**config.mk**
```make
export PLATFORM = sky130hd
export DESIGN_NAME = integrador_v2
export DESIGN_NICKNAME = d
export VERILOG_FILES = /design/src/rtl/integrador_pkg.sv /design/src/rtl/integrador_seqmul.sv /design/src/rtl/integrador_v2.sv
export SDC_FILE = /design/constraint.sdc
export NUM_CORES = 1
export LEC_CHECK = 0
export CAP_MARGIN = 20
export CORE_MARGIN = 2
export CORE_UTILIZATION = 40
export CTS_CLUSTER_DIAMETER = 60
export DETAILED_ROUTE_END_ITERATION = 10
export PLACE_DENSITY_LB_ADDON = 0.05
export SKIP_CTS_REPAIR_TIMING = 1
export SYNTH_ARGS = -nofsm -noshare
export SYNTH_HDL_FRONTEND = slang
export SYNTH_SLANG_ARGS = --single-unit
```
**constraint.sdc**
```tcl
create_clock -name clk -period 3.4 [get_ports clk]
set_clock_uncertainty 0.2 [all_clocks]
set_input_delay 0.51 -clock clk [delete_from_list [all_inputs] [get_ports clk]]
set_output_delay 0.51 -clock clk [all_outputs]
set_load 0.02 [all_outputs]
```
**src/rtl/integrador_pkg.sv**
```systemverilog
// Shared constants, FSM state type and the overflow clamp used by integrador_v2.
package integrador_pkg;

   localparam int DATA_W    = 16;
   localparam int PROD_W    = 32;
   localparam int MUL_STEPS = 16;
   localparam int SUM_W     = PROD_W + 1;

   typedef enum logic [1:0] {
      IDLE = 2'd0,
      MUL  = 2'd1,
      ACC  = 2'd2
   } state_t;

   // Clamp a 33-bit signed sum into the signed 16-bit range.
   function automatic logic [DATA_W-1:0] sat16(input logic signed [SUM_W-1:0] s);
      logic [DATA_W-1:0] r;
      if (s > $signed(SUM_W'(32767)))
         r = 16'h7FFF;
      else if (s < -$signed(SUM_W'(32768)))
         r = 16'h8000;
      else
         r = s[DATA_W-1:0];
      return r;
   endfunction

endpackage

```
**src/rtl/integrador_seqmul.sv**
```systemverilog
// Sequential 16x16 unsigned shift-add multiplier, one partial product per cycle.
// start loads the operands; MUL_STEPS cycles later product holds the result.
// done is combinational: high in the cycle whose closing edge performs the
// final iteration, so a consumer sampling done sees product valid next cycle.
module integrador_seqmul
   import integrador_pkg::*;
(
   input  logic              clk,
   input  logic              rst,
   input  logic              start,
   input  logic [DATA_W-1:0] op_a,
   input  logic [DATA_W-1:0] op_b,
   output logic [PROD_W-1:0] product,
   output logic              done
);

   logic [PROD_W-1:0] mcand;
   logic [DATA_W-1:0] mplier;
   logic [3:0]        cnt;
   logic              running;

   // Load operands on start, then add one shifted multiplicand per cycle.
   always_ff @(posedge clk) begin
      if (rst) begin
         mcand   <= '0;
         mplier  <= '0;
         cnt     <= '0;
         running <= 1'b0;
         product <= '0;
      end else if (start) begin
         mcand   <= {{(PROD_W-DATA_W){1'b0}}, op_a};
         mplier  <= op_b;
         cnt     <= '0;
         running <= 1'b1;
         product <= '0;
      end else if (running) begin
         if (mplier[0])
            product <= product + mcand;
         mcand  <= mcand << 1;
         mplier <= mplier >> 1;
         cnt    <= cnt + 4'd1;
         if (cnt == 4'(MUL_STEPS-1))
            running <= 1'b0;
      end
   end

   assign done = running && (cnt == 4'(MUL_STEPS-1));

endmodule

```
**src/rtl/integrador_v2.sv**
```systemverilog
// Fixed-point integrator: v += (a*dt) >>> FRAC_BITS, one step per 18 cycles.
// Handshake: a step is accepted on a rising edge that samples enable=1 while
// busy=0; a, dt and enable are ignored from then until busy falls, which is
// the same edge that writes the new v.
// Optional feature: define INTEGRADOR_SAT_EN to clamp v on overflow instead
// of wrapping.
module integrador_v2
   import integrador_pkg::*;
#(
   parameter int FRAC_BITS = 0
)(
   input  logic              clk,
   input  logic              rst,
   input  logic [DATA_W-1:0] a,
   input  logic [DATA_W-1:0] dt,
   input  logic              enable,
   output logic [DATA_W-1:0] v,
   output logic              busy
);

   state_t state, state_next;

   logic                     start;
   logic                     a_neg;
   logic [DATA_W-1:0]        a_mag;
   logic [PROD_W-1:0]        product;
   logic                     mul_done;
   logic signed [SUM_W-1:0]  prod_s;
   logic signed [SUM_W-1:0]  scaled;
   logic signed [SUM_W-1:0]  sum;
   logic [DATA_W-1:0]        v_next;

   // |a| in 16 unsigned bits; 0x8000 maps to 32768 without overflow.
   assign a_mag = a[DATA_W-1] ? DATA_W'(~a + 16'd1) : a;

   integrador_seqmul u_mul (
      .clk     (clk),
      .rst     (rst),
      .start   (start),
      .op_a    (a_mag),
      .op_b    (dt),
      .product (product),
      .done    (mul_done)
   );

   // State register.
   always_ff @(posedge clk) begin
      if (rst)
         state <= IDLE;
      else
         state <= state_next;
   end

   // Next-state logic and multiplier start strobe.
   always_comb begin
      state_next = state;
      start      = 1'b0;
      case (state)
         IDLE: begin
            if (enable) begin
               start      = 1'b1;
               state_next = MUL;
            end
         end
         MUL: begin
            if (mul_done)
               state_next = ACC;
         end
         ACC: begin
            state_next = IDLE;
         end
         default: state_next = IDLE;
      endcase
   end

   // Re-apply the sign, scale by FRAC_BITS (floor) and form the 33-bit sum.
   always_comb begin
      prod_s = {1'b0, product};
      if (a_neg)
         prod_s = -prod_s;
      scaled = prod_s >>> FRAC_BITS;
      sum    = $signed({{(SUM_W-DATA_W){v[DATA_W-1]}}, v}) + scaled;
   end

`ifdef INTEGRADOR_SAT_EN
   assign v_next = sat16(sum);
`else
   logic unused_sum_hi;
   assign unused_sum_hi = ^sum[SUM_W-1:DATA_W];
   assign v_next = sum[DATA_W-1:0];
`endif

   // Busy flag, captured sign and the integral register.
   always_ff @(posedge clk) begin
      if (rst) begin
         v     <= '0;
         busy  <= 1'b0;
         a_neg <= 1'b0;
      end else begin
         if (start) begin
            busy  <= 1'b1;
            a_neg <= a[DATA_W-1];
         end
         if (state == ACC) begin
            v    <= v_next;
            busy <= 1'b0;
         end
      end
   end

endmodule

```
# --- Yosys cells after proc, flatten, opt, wreduce, memory -nomap -nowiden ---
# Index checks and enable logic that the tools add are counted.
totals:
  inputBits: 35
  latch_bits: 0
  output_inout_bits: 17
  n_memories: 0
  ff_bits: 105
  rom_bits: 0
  mem_bits_rw: 0
classes:
  shifts: 0
  bitwise_logic: 1
  n_reduce_logical: 7
  multipliers: 0
  order_cmp: 0
  eq_ne: 5
  addsub: 5
  div_mod_pow: 0
  mux: 14
ops:
  columns: ["operator", "n"]
  rows:
  - ["16-bit 2-to-1 mux", 6]
  - ["32-bit adder", 1]
  - ["16-bit by 1-bit adder with 16-bit output (second input constant)", 1]
  - ["16-bit adder", 1]
  - ["16-bit negator", 1]
  - ["16-bit NOT", 1]
  - ["1-bit 2-to-1 mux", 5]
  - ["4-bit by 1-bit adder with 4-bit output (second input constant)", 1]
  - ["4-bit == test (second input constant)", 1]
  - ["2-bit 2-to-1 mux", 2]
  - ["2-bit != test (second input constant)", 2]
  - ["2-bit one-hot mux with 2 select lines", 1]
  - ["2-bit AND reduction", 2]
  - ["2-bit OR reduction", 2]
  - ["2-bit by 1-bit == test with 1-bit output (second input constant)", 1]
  - ["2-bit == test (second input constant)", 1]
  - ["2-bit logical NOT", 1]
  - ["2-bit nonzero test", 1]
  - ["1-bit logical AND", 1]

# --- Longest topological paths before layout ---
# Gate-level depths: netlist of run 1.
depth:
  word_depth: 4
  mapped_depth: 14
  depth_no_buf: 14

# --- By module ---
# From an unflattened synthesis of run 1, not the netlist that was laid out.
unflattened:
  cells_unflattened: 879
  hier_area_um2: 7059.3
modules_own_cells:
  columns: ["mod", "cells_each", "area_each_um2", "seq_area_each_um2", "n_inst"]
  rows:
  - ["integrador_seqmul", 608, 4919.7, 1701.6, 1]
  - ["integrador_v2", 271, 2139.6, 400.4, 1]

# --- Worst setup path after synthesis of run 1 ---
# No wires, ideal clock.
synth_path:
  path_type: "register -> register"
  startpoint: "register u_mul.product[0]"
  endpoint: "register v[15]"
  synth_period_minus_slack_ps: 3629
  setup_slack_ps: -229
  stages_incl_launch_ff: 12
  t_required_ps: 3133
  arrival_ps: 3361
  cell_sequence: "dfxtp_1 > or4_1 > or4_4 > o31ai_1 > xnor2_1 > ha_1 > a211o_1 > a311oi_1 > o41ai_4 > xnor2_2 > or3_2 > a21oi_2"
synth_between:
  elab_chain_cells: 3
synth_rtl:
  columns: ["element", "line_no", "source"]
  rows:
  - ["start: declaration", "integrador_seqmul.sv:13", "output logic [PROD_W-1:0] product,"]
  - ["start signal: assignment", "integrador_seqmul.sv:38", "product <= product + mcand;"]
  - ["16-bit negator", "integrador_v2.sv:80", "prod_s = -prod_s;"]
  - ["16-bit 2-to-1 mux *", "integrador_v2.sv:79", "if (a_neg)"]
  - ["16-bit adder *", "integrador_v2.sv:82", "sum = $signed({{(SUM_W-DATA_W){v[DATA_W-1]}}, v}) + scaled;"]
  - ["end signal: assignment", "integrador_v2.sv:105", "v <= v_next;"]
  - ["end: declaration", "integrador_v2.sv:17", "output logic [DATA_W-1:0] v,"]
# Every way passes the cells marked *; elsewhere a longest branch is shown, timed or not.
# A chain may end at the register's enable or synchronous reset.

# --- Final worst setup path of run 1 ---
layout_path:
  startpoint: "register u_mul.product[1]"
  endpoint: "register v[15]"
# Same word-level chain as after synthesis.

==> results of run 1 <==
-- where the power goes --
group	total [mW]	internal, mW	switching [mW]	leakage (nW)
Sequential	0.940	0.904	0.0363	0.597
Combinational	0.366	0.176	0.189	1.76
Clock	0.999	0.631	0.368	0.152
Total	2.30	1.71	0.593	2.51
-- area by class of cell --
cell class,instances,share of cell area
inverter,12,0.00733
timing repair buffer,95,0.136
clock inverter,3,0.00754
sequential,73,0.239
clock buffer,13,0.0440
multi-input combinational,467,0.537
tap,147,0.0299
-- path summary, 6_finish.rpt --
check | cells past startpoint | slack (ns) | to
setup / recovery | 11 | -0.04 | v[15]
hold reg to reg | 2 | 0.27 | state[1]
setup reg to reg | 11 | -0.04 | v[15]
hold / removal | 2 | 0.27 | state[1]
-- sequential cells by signal, indices dropped and copies added (netlist names) --
signal	count
v	16
a_neg	1
u_mul.mplier	16
state	2
busy	1
u_mul.product	16
u_mul.running	1
u_mul.cnt	4
u_mul.mcand	16
-- routing by layer --
metal,global-route usage,vias up
met5,0,-
met4,0.0585,0
met3,0.0313,14
met2,0.303,65
met1,0.240,1931
li1,-,2272
-- logic make-up (layout without fill, tap and decap cells) --
| group | after synthesis | count (layout) |
|---|---|---|
| adder cells (fa/ha/maj) | 38 | 38 |
| multiplexers | 31 | 31 |
| AO/OA/AOI/OAI | 166 | 166 |
| buffers and inverters | 39 | 123 |
| flip-flops | 73 | 73 |
| XOR/XNOR | 47 | 47 |
| AND/OR/NAND/NOR | 185 | 185 |
-- placed cells by master, fill, tap and decap left out, types with 11 or more instances in the layout --
| master | Yosys | routed |
|---|---|---|
| a211oi_1 | 40 | 38 |
| a21oi_1 | 43 | 42 |
| buf_4 | 1 | 44 |
| clkdlybuf4s50_1 | 0 | 50 |
| dfxtp_1 | 73 | 70 |
| ha_1 | 36 | 33 |
| inv_1 | 12 | 12 |
| mux2i_1 | 31 | 31 |
| nand2_1 | 59 | 59 |
| nand3_1 | 13 | 13 |
| nor2_1 | 60 | 59 |
| nor3_1 | 12 | 11 |
| o21ai_0 | 29 | 23 |
| xnor2_1 | 37 | 36 |
-- critical path, delay by kind of cell (launching register included) --
| family | cells | cell delay, ns |
|---|---|---|
| and+or+nand+nor | 3 | 1.31 |
| DFF | 1 | 0.33 |
| xor gates and xnor gates | 2 | 0.25 |
| adders and majority gates | 1 | 0.18 |
| AOI/OAI and AO/OA | 5 | 1.10 |
==> flow_summary.json, run 1 <==
{
  "grt_pass1_vias": 4049,
  "hold_start": "state[0]",
  "cts.clk_slew.worst_paths_ns": 0.06,
  "worstPathCellList": "or4_4 > or4_4 > o31ai_4 > xnor2_1 > ha_2 > a211o_1 > a311oi_4 > o41ai_4 > xnor2_2 > or3_4 > a21oi_2",
  "crit_fanout": 4,
  "setup_viol": 1,
  "drtIter0Drc": 193,
  "nFillCells": 1113,
  "synth_area_per_cell_sq_um": 8.30,
  "multi_input_area_sq_um": 3300,
  "routed_wl_um": 11300,
  "fin_hold_ws_ns": 0.272,
  "drv_cap": 0,
  "final_area_sq_um": 6140,
  "vdd.ir_drop.worst_v": 0.000191,
  "core.rowCount": 40,
  "ios": 52,
  "synthMuxAreaShare": 0.0645,
  "synth_top_area_cell": "dfxtp_1",
  "r2r_start": "u_mul.product[1]",
  "wl_met2_um": 5170,
  "core_area_sq_um": 11900,
  "required_ns": 3.47,
  "cts_made_buffers": 9,
  "cts_root_buf": "clkbuf_16",
  "synth_xor_xnor_area_share": 0.0872,
  "overflow": 0,
  "status": "finished, violations left",
  "routed.top_layer": "met4",
  "synthArstFlopShare": 0,
  "dp_cells": 790,
  "die_area_sq_um": 12900,
  "cp_slowest_cell": "or4_4",
  "cts.sinks": 73,
  "fin_tns_setup_ns": -0.0400,
  "die_h_um": 114,
  "violations": "setup timing",
  "synth.most_common_cell": "dfxtp_1",
  "synth-edff-count": 0,
  "synth_adder_area_share": 0.102,
  "finalCritPeriodShare": 1.01,
  "cp-end-kind": "flop",
  "tritoncts": "done",
  "setup_slack_ns": -0.0400,
  "crit_top_cell": "or4_4",
  "initial_core_util": 0.405,
  "clockBufferDepth": 2,
  "io_buffer_count": 51,
  "synth.distinct_cells": 52,
  "syn_area_sq_um": 4810,
  "placed_area_sq_um": 5730,
  "final_core_util": 0.518,
  "yosys.area_share.simple": 0.176,
  "drtPass1Iterations": 4,
  "yosys_most_used_dff": "dfxtp_1",
  "grt_first_pass_wirelength_um": 19100,
  "netlist_top_cells_area": "dfxtp_1 30%, ha_1 9.4%, xnor2_1 6.7%",
  "drc": 0,
  "gp_congestion": 0.904,
  "fin_crit_ns": 3.44,
  "dieWidth_um": 114,
  "place_hpwl_um": 8670,
  "synth_commonest_cells": "73 x dfxtp_1, 60 x nor2_1, 59 x nand2_1, 43 x a21oi_1, 40 x a211oi_1",
  "via_per_inst": 5.29,
  "worst_pin_slew_ns": 0.899,
  "final_cells": 810,
  "power.density_nw_per_um2": 375,
  "htree_levels": 3,
  "synth.yosys.seq_area_share": 0.304,
  "worst_skew_pair.late_latency_ns": 0.34,
  "relSlewSlack": 0.396,
  "drv_slew": 0,
  "wl_met1_um": 5690,
  "hold_violations": 0,
  "synth_top_area_frac": 0.304,
  "drt-wirelength-per-cell_um": 14.0,
  "cp.arrival_ns": 3.51,
  "crit_type": "reg2reg",
  "p_leak_nw": 2.51,
  "nets": 731,
  "insertedDiodeCount": 0,
  "drive_above_1_share": 0.139,
  "synth-seq-cells": 73,
  "total_power_mw": 2.30,
  "grt_usage": 0.182,
  "vias": 4282,
  "syn_inst": 579,
  "synth_top_family_by_area": "compound AO/OA/AOI/OAI gates",
  "area_delta_synth_final_pct": 27.8,
  "antenna_found_initial": 0,
  "startpoint": "u_mul.product[1]",
  "min_path_type": "reg2reg",
  "fmax_mhz": 291,
  "ys_warn_count": 0,
  "cp-start-kind": "flop",
  "cpPeakStageDelay_ns": 0.51,
  "rsz0062_at_grt": "yes",
  "grt_start_max_net_pins": 39,
  "wl_met3_um": 310,
  "synthesis.nets": 652,
  "synth_compound_area_frac": 0.235,
  "dpl_worst_slack_ns": -0.158,
  "postRouteAntennaNets": 0,
  "seq_area_sq_um": 1470
}
Note: power is estimated with default switching activity, not from simulation.
==> run 2: changes to the inputs <==
CORE_MARGIN = 4   (was 2)
==> flow_summary.json, run 2 (synthesis results as in run 1) <==
{
  "fin_hold_ws_ns": 0.272,
  "via_per_inst": 5.26,
  "cp.arrival_ns": 3.50,
  "nets": 731,
  "vias": 4242,
  "insertedDiodeCount": 0,
  "violations": "setup timing",
  "crit_type": "reg2reg",
  "ios": 52,
  "required_ns": 3.48,
  "dieWidth_um": 118,
  "cp_slowest_cell": "or4_4",
  "grt_start_max_net_pins": 39,
  "r2r_end": "v[15]",
  "hold_path_depth": 1,
  "hold_start": "busy",
  "drc": 0,
  "drt-wirelength-per-cell_um": 13.9,
  "core_area_sq_um": 11600,
  "htree_levels": 3,
  "grt_first_pass_wirelength_um": 19100,
  "cts.sinks": 73,
  "r2r_cells": 11,
  "final_core_util": 0.527,
  "tritoncts": "done",
  "crit_fanout": 4,
  "cts_root_buf": "clkbuf_16",
  "final_cell_mix": "69 x dfxtp_1, 59 x nand2_1, 59 x nor2_1",
  "rsz0062_at_grt": "yes",
  "fin_crit_ns": 3.42,
  "drv_slew": 0,
  "vdd.ir_drop.worst_v": 0.000210,
  "gp_congestion": 0.862,
  "initial_core_util": 0.414,
  "place_hpwl_um": 8670,
  "r2r_start": "u_mul.product[1]",
  "postRouteAntennaNets": 0,
  "worst_skew_pair.late_latency_ns": 0.34,
  "worstPathCellList": "or4_4 > or4_4 > o31ai_4 > xnor2_2 > ha_2 > a211o_1 > a311oi_4 > o41ai_4 > xnor2_2 > or3_4 > a21oi_2",
  "hold_violations": 0,
  "grt_pass1_vias": 4131,
  "final_cells": 806,
  "setup_viol": 1,
  "dpl_worst_slack_ns": -0.185,
  "area_delta_synth_final_pct": 27.4,
  "grt_usage": 0.165,
  "overflow": 0,
  "setup_slack_ns": -0.0246,
  "power.density_nw_per_um2": 358,
  "crit_family": "simple AND/OR/NAND/NOR gates",
  "cpPeakStageDelay_ns": 0.51,
  "cts.clk_slew.worst_paths_ns": 0.06,
  "r2r_slack_ns": -0.02,
  "drtPass1Iterations": 4,
  "layout_commonest_cell": "dfxtp_1",
  "cts_made_buffers": 9,
  "antenna_found_initial": 0,
  "fmax_mhz": 292,
  "whs_endpoint": "busy",
  "cp-start-kind": "flop",
  "status": "finished, violations left",
  "relSlewSlack": 0.479,
  "io_buffer_count": 51,
  "drive_above_1_share": 0.139,
  "routed_wl_um": 11200,
  "drv_cap": 0,
  "worst_pin_slew_ns": 0.775,
  "dp_cells": 788,
  "critPathBufInv": 0,
  "core.rowCount": 39,
  "cp-end-kind": "flop",
  "clockBufferDepth": 2,
  "min_path_type": "reg2reg",
  "drtIter0Drc": 186,
  "die_h_um": 118,
  "die_area_sq_um": 13800,
  "finalCritPeriodShare": 1.01,
  "p_leak_nw": 2.52
}
-- run 2: layout make-up --
type / count / area, sq um
Clock buffer: 11 / 243
Clock inverter: 5 / 31.3
Fill cell: 1102 / 5490
Inverter: 12 / 45.0
Multi-Input combinational cell: 467 / 3320
Sequential cell: 73 / 1470
Tap cell: 143 / 179
Timing Repair Buffer: 95 / 836
-- run 2: where the power goes --
group | switching [mW] | internal (mW)
Sequential | 0.0446 | 0.904
Clock | 0.376 | 0.511
Combinational | 0.178 | 0.177
Total | 0.599 | 1.59
-- run 2: how the worst max path moves through the flow --
stage	cells past startpoint	from	endpoint	slack, ns
after detailed placement	11	u_mul.product[1]	v[14]	-0.18
after floorplan	11	u_mul.product[3]	v[15]	-0.04
final	11	u_mul.product[1]	v[15]	-0.02
after CTS	11	u_mul.product[1]	v[14]	-0.19
after global routing	11	u_mul.product[1]	v[15]	-0.15
after global placement	11	u_mul.product[1]	v[15]	-0.09
-- run 2: metrics by stage --
stage / cell area [sq um] / power (mW) / setup TNS [ns]
after detailed placement: 5740 / 1.32 / -0.498
after CTS: 6010 / 2.22 / -0.559
final: 6120 / 2.19 / -0.0246
after global placement: 5740 / 1.31 / -0.172
after global routing: 6120 / 2.30 / -0.339
after floorplan: 4840 / 1.20 / -0.0408
-- run 2: routing by layer --
layer | wire, um | vias to the layer above | global-route usage
li1 | - | 2274 | -
met1 | 5610 | 1898 | 0.214
met2 | 5120 | 58 | 0.269
met3 | 365 | 12 | 0.0418
met4 | 131 | 0 | 0.0527
met5 | 0 | - | 0
-- run 2: worst register-to-register path: cells and delay by family (launching register included) --
family                     cells  cell delay (ns)
AOI/OAI and AO/OA              5             1.10
xor gates and xnor gates       2             0.24
DFF                            1             0.33
and+or+nand+nor                3             1.30
adders and majority gates      1             0.19
